[config.mk]
export PLATFORM = sky130hd
export DESIGN_NAME = philv_fetch_unit
export DESIGN_NICKNAME = d
export VERILOG_FILES = /design/src/rtl/philv_fetch_unit.sv
export SDC_FILE = /design/constraint.sdc
export NUM_CORES = 1
export LEC_CHECK = 0
export BUFFER_PORTS_ARGS = -buffer_cell sky130_fd_sc_hd__buf_2
export CORE_MARGIN = 3
export CORE_UTILIZATION = 55
export CTS_BUF_LIST = sky130_fd_sc_hd__clkbuf_8
export CTS_CLUSTER_SIZE = 10
export DETAILED_ROUTE_END_ITERATION = 12
export PLACE_DENSITY = 0.82
export RECOVER_POWER = 50
export SYNTH_ARGS = -nofsm -noshare
export SYNTH_HDL_FRONTEND = slang
export SYNTH_SLANG_ARGS = --single-unit
[constraint.sdc]
create_clock -name clk -period 4.8 [get_ports clk]
set_input_delay 0.96 -clock clk [delete_from_list [all_inputs] [get_ports clk]]
set_output_delay 0.96 -clock clk [all_outputs]
set_load 0.1 [all_outputs]
[src/rtl/philv_fetch_unit.sv]
// Decoupled instruction-fetch stage: credit-limited sequential fetch, in-order
// response tracking, DEPTH-entry instruction/PC FIFO and redirect with flush.
module philv_fetch_unit #(
    parameter int unsigned           BUS_WIDTH        = 32,
    parameter int unsigned           INSTR_WIDTH      = 32,
    parameter int unsigned           DEPTH            = 4,
    parameter logic [BUS_WIDTH-1:0]  PC_START_ADDRESS = '0,
    parameter int unsigned           PC_STEP          = 4
) (
    input  logic                   clk,
    input  logic                   rst,
    input  logic                   redirect_valid,
    input  logic [BUS_WIDTH-1:0]   redirect_pc,
    output logic                   imem_req_valid,
    input  logic                   imem_req_ready,
    output logic [BUS_WIDTH-1:0]   imem_req_addr,
    input  logic                   imem_rsp_valid,
    input  logic [INSTR_WIDTH-1:0] imem_rsp_data,
    output logic                   instr_valid,
    input  logic                   instr_ready,
    output logic [INSTR_WIDTH-1:0] instr,
    output logic [BUS_WIDTH-1:0]   instr_pc
);

    localparam int unsigned CW = $clog2(DEPTH + 1);
    localparam int unsigned PW = $clog2(DEPTH);
    localparam logic [CW:0]           DEPTH_W  = (CW + 1)'(DEPTH);
    localparam logic [PW-1:0]         LAST_PTR = PW'(DEPTH - 1);
    localparam logic [BUS_WIDTH-1:0]  STEP_C   = BUS_WIDTH'(PC_STEP);

    logic [BUS_WIDTH-1:0] fetch_pc_q, fetch_pc_d;
    logic [BUS_WIDTH-1:0] rsp_pc_q, rsp_pc_d;
    logic [CW-1:0]        fifo_count_q, fifo_count_d;
    logic [CW-1:0]        outstanding_q, outstanding_d;
    logic [CW-1:0]        drop_count_q, drop_count_d;
    logic [PW-1:0]        wr_ptr_q, wr_ptr_d;
    logic [PW-1:0]        rd_ptr_q, rd_ptr_d;

    logic [INSTR_WIDTH-1:0] instr_mem_q [DEPTH];
    logic [BUS_WIDTH-1:0]   pc_mem_q    [DEPTH];

    logic [CW:0] in_use;
    logic        credit;
    logic        req_fire;
    logic        rsp_accept;
    logic        rsp_drop;
    logic        push;
    logic        pop;

    function automatic logic [PW-1:0] ptr_inc(input logic [PW-1:0] p);
        return (p == LAST_PTR) ? '0 : p + PW'(1);
    endfunction

    // Every buffered or in-flight fetch holds one credit, so pushes never overflow.
    assign in_use         = {1'b0, fifo_count_q} + {1'b0, outstanding_q};
    assign credit         = in_use < DEPTH_W;
    assign imem_req_valid = credit & ~redirect_valid & ~rst;
    assign imem_req_addr  = fetch_pc_q;
    assign req_fire       = imem_req_valid & imem_req_ready;

    assign rsp_accept  = imem_rsp_valid & (outstanding_q != '0);
    assign rsp_drop    = rsp_accept & (drop_count_q != '0);
    assign push        = rsp_accept & ~rsp_drop & ~redirect_valid;

    assign instr_valid = (fifo_count_q != '0) & ~redirect_valid;
    assign instr       = instr_mem_q[rd_ptr_q];
    assign instr_pc    = pc_mem_q[rd_ptr_q];
    assign pop         = instr_valid & instr_ready;

    always_comb begin
        fetch_pc_d    = fetch_pc_q;
        rsp_pc_d      = rsp_pc_q;
        fifo_count_d  = fifo_count_q;
        outstanding_d = outstanding_q;
        drop_count_d  = drop_count_q;
        wr_ptr_d      = wr_ptr_q;
        rd_ptr_d      = rd_ptr_q;

        if (req_fire) begin
            fetch_pc_d    = fetch_pc_q + STEP_C;
            outstanding_d = outstanding_d + CW'(1);
        end
        if (rsp_accept) begin
            outstanding_d = outstanding_d - CW'(1);
        end
        if (rsp_drop) begin
            drop_count_d = drop_count_q - CW'(1);
        end
        if (push) begin
            rsp_pc_d = rsp_pc_q + STEP_C;
            wr_ptr_d = ptr_inc(wr_ptr_q);
        end
        if (pop) begin
            rd_ptr_d = ptr_inc(rd_ptr_q);
        end
        case ({push, pop})
            2'b10:   fifo_count_d = fifo_count_q + CW'(1);
            2'b01:   fifo_count_d = fifo_count_q - CW'(1);
            default: fifo_count_d = fifo_count_q;
        endcase

        // Whatever is still in flight after this cycle's response belongs to the old stream.
        if (redirect_valid) begin
            fetch_pc_d   = redirect_pc;
            rsp_pc_d     = redirect_pc;
            fifo_count_d = '0;
            wr_ptr_d     = '0;
            rd_ptr_d     = '0;
            drop_count_d = outstanding_d;
        end
    end

    always_ff @(posedge clk) begin
        if (rst) begin
            fetch_pc_q    <= PC_START_ADDRESS;
            rsp_pc_q      <= PC_START_ADDRESS;
            fifo_count_q  <= '0;
            outstanding_q <= '0;
            drop_count_q  <= '0;
            wr_ptr_q      <= '0;
            rd_ptr_q      <= '0;
        end else begin
            fetch_pc_q    <= fetch_pc_d;
            rsp_pc_q      <= rsp_pc_d;
            fifo_count_q  <= fifo_count_d;
            outstanding_q <= outstanding_d;
            drop_count_q  <= drop_count_d;
            wr_ptr_q      <= wr_ptr_d;
            rd_ptr_q      <= rd_ptr_d;
        end
    end

    always_ff @(posedge clk) begin
        if (push) begin
            instr_mem_q[wr_ptr_q] <= imem_rsp_data;
            pc_mem_q[wr_ptr_q]    <= rsp_pc_q;
        end
    end

endmodule

Word-level counts from Yosys, hierarchy flattened
Memory sizes are Yosys's and may differ from the RTL's. A register that Yosys moved wholly into a read port is not among the register bits.
Index checks and enable logic that the tools add are counted.
W data, S select, Z words.
{"block": "classes", "addsub": 10, "n_lt_le_gt_ge": 1, "eq_ne": 4, "muxes": 17, "bitwise": 12, "n_reduce_logical": 8}
{"cell": "$mux W32", "n": 4}
{"cell": "$add A32 B3 Y32 const B", "n": 2}
{"cell": "$mux W2", "n": 6}
{"cell": "$mux W3", "n": 4}
{"cell": "$and A1 B1 Y1", "n": 9}
{"cell": "$reduce_bool A3 Y1", "n": 3}
{"cell": "$sub A3 B1 Y3 const B", "n": 3}
{"cell": "$reduce_bool A2 Y1", "n": 4}
{"cell": "$add A3 B1 Y3 const B", "n": 2}
{"cell": "$eq A2 B2 Y1 const B", "n": 3}
{"cell": "$pmux W3 S2", "n": 1}
{"cell": "$add A2 B1 Y2 const B", "n": 2}
{"cell": "$add A3 B3 Y4", "n": 1}
{"cell": "$lt A4 B3 Y1 const B", "n": 1}
{"cell": "$not A1 Y1", "n": 3}
{"cell": "$eq A2 B1 Y1 const B", "n": 1}
{"cell": "$mux W1", "n": 2}
{"cell": "$reduce_or A2 Y1", "n": 1}
{"block": "word_totals", "reg_bits": 77, "ramBits": 256, "inputBits": 70, "out_inout_bits": 98, "elab_cells": 61, "memories": 2}
{"name": "instr_mem_q", "depth": 4, "word_bits": 32, "rd": 1, "rd_clocked_by_memory_dff": 1, "wr": 1, "line_no": "39", "rtl": "logic [INSTR_WIDTH-1:0] instr_mem_q [DEPTH];"}
{"name": "pc_mem_q", "depth": 4, "word_bits": 32, "rd": 1, "rd_clocked_by_memory_dff": 1, "wr": 1, "line_no": "40", "rtl": "logic [BUS_WIDTH-1:0] pc_mem_q [DEPTH];"}

Logic depth before layout (Yosys ltp)
{"block": "depth", "depth_word": 9, "mapped_depth": 13, "depth_no_buf": 12}

Worst setup path after synthesis
No wires, ideal clock.
{"block": "synth_path", "path_kind": "input -> output", "startpoint": "in redirect_valid", "endpoint": "out imem_req_valid", "t_arrival_ps": 3403, "t_required_ps": 3840, "setup_slack_ps": 437, "cell_stages": 4, "n_path_buf": 1, "cell_sequence": "clkbuf_2 nor3_2 nand2_1 nor3_1"}
{"block": "synth_between", "elab_chain_len": 3}
{"item": "start: declaration", "line_no": "12", "rtl": "input logic redirect_valid,"}
{"item": "$not A1 Y1", "line_no": "57", "rtl": "assign imem_req_valid = credit & ~redirect_valid & ~rst;"}
{"item": "$and A1 B1 Y1 (2 in a row)", "line_no": "57"}
{"item": "end: declaration", "line_no": "14", "rtl": "output logic imem_req_valid,"}
Every way passes these cells.

Worst setup path in the final report
Ends and elaborated chain as after synthesis.

==> flow_summary.yaml <==
status:
  outcome: "finished, violations left"
  violations: "max-capacitance violations, max-slew violations"
cells_and_area:
  layout-drive-gt1-share_pct: 23.2
  areaGrowthSynthToFinish_pct: 15.0
  layout.cells.non_filler: 1411
  num_antenna_cells: 0
  layout.nets: 1143
global_route:
  grt_pass1_wl_um: 43300
  grt_usage_pct: 20.8
  grt_pass1_vias: 8073
  antenna_found_initial: 0
  grt_max_degree: 56
  gr-total-overflow: 0
yosys:
  synth_top_family_by_area: "multiplexers"
  synth_cell_types: 61
  yosysTopAreaCellShare_pct: 56.8
  synth_edf_count: 256
  synth_nets: 953
  yosys.area.top_type: "edfxtp_1"
  ys_seq_area_share_pct: 68.4
  synth_seq_cells: 335
  yosys.area_share.simple_pct: 8.80
  synthAdderAreaFrac_pct: 1.53
  synth_common_cells: "256 x edfxtp_1, 79 x dfxtp_1, 64 x mux4_2, 49 x nand2_1, 39 x nor2_1"
  synthMuxAreaShare_pct: 11.3
  synth_compound_area_share_pct: 5.21
  synth.avg_cell_area_um2: 15.6
  ys_warn_count: 0
  async_flop_share_pct: 0
  synthCells: 867
  yosysMostFrequentCell: "edfxtp_1"
  synth_xor_area_share_pct: 2.59
  ys_top_cells_by_area: "edfxtp_1 57%, dfxtp_1 12%, mux4_2 11%, xnor2_1 1.9%, ha_1 1.4%"
  syn-cell-area_um2: 13500
  synth-main-ff-cell: "edfxtp_1"
cts:
  worstSkewPairLatency_ps: 570
  cts_hold_buf: 0
  htree_levels: 2
  cts_tree: "built"
  cts-resized-gates: 0
  path_clk_slew_ps: 60
  post_cts_buffers: 0
  clockBufferDepth: 3
  cts_buffers: 52
  clock_sinks: 335
  clk_root_buffer_cell: "clkbuf_8"
detailed_routing:
  drc_errors: 0
  via_per_inst: 5.77
  drtAntennaViolNets: 0
  via_count: 8135
  drt_iter0_drc: 713
  drt_pre_antenna_iters: 5
  drt-total-wl_um: 27700
  routedWlPerCell_um: 19.6
placement:
  dp_hpwl_um: 18400
  dp_cells: 1322
  place_congestion: 0.910
  io_buffer_count: 167
floorplanning:
  ios: 168
  die_w_um: 163
  fp-row-count: 56
  core_um2: 23800
  start_util_pct: 56.9
  die_area_um2: 26500
  die_h_um: 163
power_and_ir_drop:
  p_sw_w: 0.00196
  internal_power_w: 0.00455
  p_leak_nw: 5.20
  p_comb_share_pct: 16.6
  clkPwrFrac_pct: 31.8
  p_seq_share_pct: 51.6
  netSwitchingFraction_pct: 30.2
  power_density_nw_per_um2: 418
  ir_worst_vdd_mv: 0.252
worst_setup_path:
  max_stage_delay_ps: 1310
  worstPathCellList: "clkbuf_1 > nor3_1 > nand2_1 > nor3_1 > buf_2"
  arrival_ps: 3010
  crit_top_cell: "nor3_1"
  cp.required_ps: 3840
  worstSetupStartpointType: "input port"
  worstSetupPathType: "in2out"
  cp_max_fo: 43
  endpoint_kind: "output port"
  cp_slowest_cell: "clkbuf_1"
timing:
  finalHoldViolCount: 0
  finalSetupTns_ps: 0
  setup_violations: 0
  rsz0062_at_grt: "no"
  fin_crit_sh_pct: 82.6
  period_needed_ps: 3970
  max_freq_mhz: 252
  fin_skew_ps: 27.0
  drv_slew: 44
  relSlewSlack_pct: -23.9
  worst_pin_slew_ps: 1860
worst_hold_path:
  min_path_type: "reg2reg"
run:
  cap_violations: 1
## routing by layer
| layer | vias up | share of wire, % | global-route usage [%] |
|---|---|---|---|
| met5 | - | 0 | 0 |
| met4 | 0 | 1.8 | 5.27 |
| met3 | 50 | 8.3 | 4.07 |
| met2 | 356 | 47 | 33.2 |
| met1 | 3956 | 43 | 30.0 |
| li1 | 3773 | - | - |
## path summary, 6_finish.rpt
| check | end | startpoint | slack (ps) | cells past startpoint |
|---|---|---|---|---|
| max | imem_req_valid | redirect_valid | 830 | 5 |
| min reg2reg | imem_req_addr[1] | imem_req_addr[1] | 480 | 2 |
| min | imem_req_addr[1] | imem_req_addr[1] | 480 | 2 |
| max reg2reg | imem_req_addr[20] | outstanding_q[2] | 1620 | 7 |
## final cells by class
cell class | instances | area, um2
clock inverters | 34 | 145
well taps | 319 | 399
clock buffers | 55 | 757
inverters | 32 | 120
repair buffers | 178 | 896
multi-input cells | 458 | 3980
fillers | 1718 | 8250
flip-flops and latches | 335 | 9270
## kinds of logic after synthesis
| group | after synthesis |
|---|---|
| AOI/OAI and AO/OA | 107 |
| and+or+nand+nor | 223 |
| buffers and inverters | 74 |
| xor gates and xnor gates | 40 |
| adders and majority gates | 16 |
| DFF | 335 |
| muxes | 72 |
## layout by cell type (no fill, tap or decap), types with 26 or more instances in the layout
| cell | instances |
|---|---|
| clkbuf_8 | 55 |
| dfxtp_1 | 77 |
| nand2_1 | 50 |
| nand3_1 | 30 |
| nor2_1 | 39 |
| clkbuf_1 | 66 |
| inv_1 | 48 |
| buf_2 | 102 |
| edfxtp_1 | 256 |
| nor3_1 | 26 |
| a21oi_1 | 29 |
| xnor2_1 | 30 |
| mux4_2 | 64 |
## sequential cells by signal, indices dropped and copies added, names as in the netlist, named ones only
signal / flops
rd_ptr_q: 2
pc_mem_q: 128
wr_ptr_q: 2
instr_mem_q: 128
outstanding_q: 3
drop_count_q: 3
rsp_pc_q: 32
fifo_count_q: 3
imem_req_addr: 32
## power by group through the flow
stage	Combinational, W	Clock, W	Sequential (W)
finish	0.00108	0.00207	0.00336
global route	0.00115	0.00224	0.00337
CTS	0.00110	0.00213	0.00336
detailed placement	0.00109	0	0.00341
global placement	0.00108	0	0.00341
floorplan	0.000764	0	0.00351
## critical path, delay by kind of cell
kind	cells	cell delay [ps]
buf+inv	2	1590
simple gates	3	450
## through the flow
| stage | total power, W | hold slack [ps] | utilization [%] | instance area [um2] | setup slack [ps] |
|---|---|---|---|---|---|
| 2_1_floorplan | 0.00427 | 460 | - | 13500 | 437 |
| 3_3_place_gp | 0.00449 | 470 | 62.0 | 14800 | 1560 |
| 3_5_place_dp | 0.00451 | 475 | 62.0 | 14800 | 1570 |
| 4_1_cts | 0.00658 | 484 | 65.7 | 15700 | 1160 |
| 5_1_grt | 0.00675 | 524 | 65.4 | 15600 | 616 |
| 6_report | 0.00651 | 483 | 65.4 | 15600 | 834 |
Power figures use the tool's default switching activity.
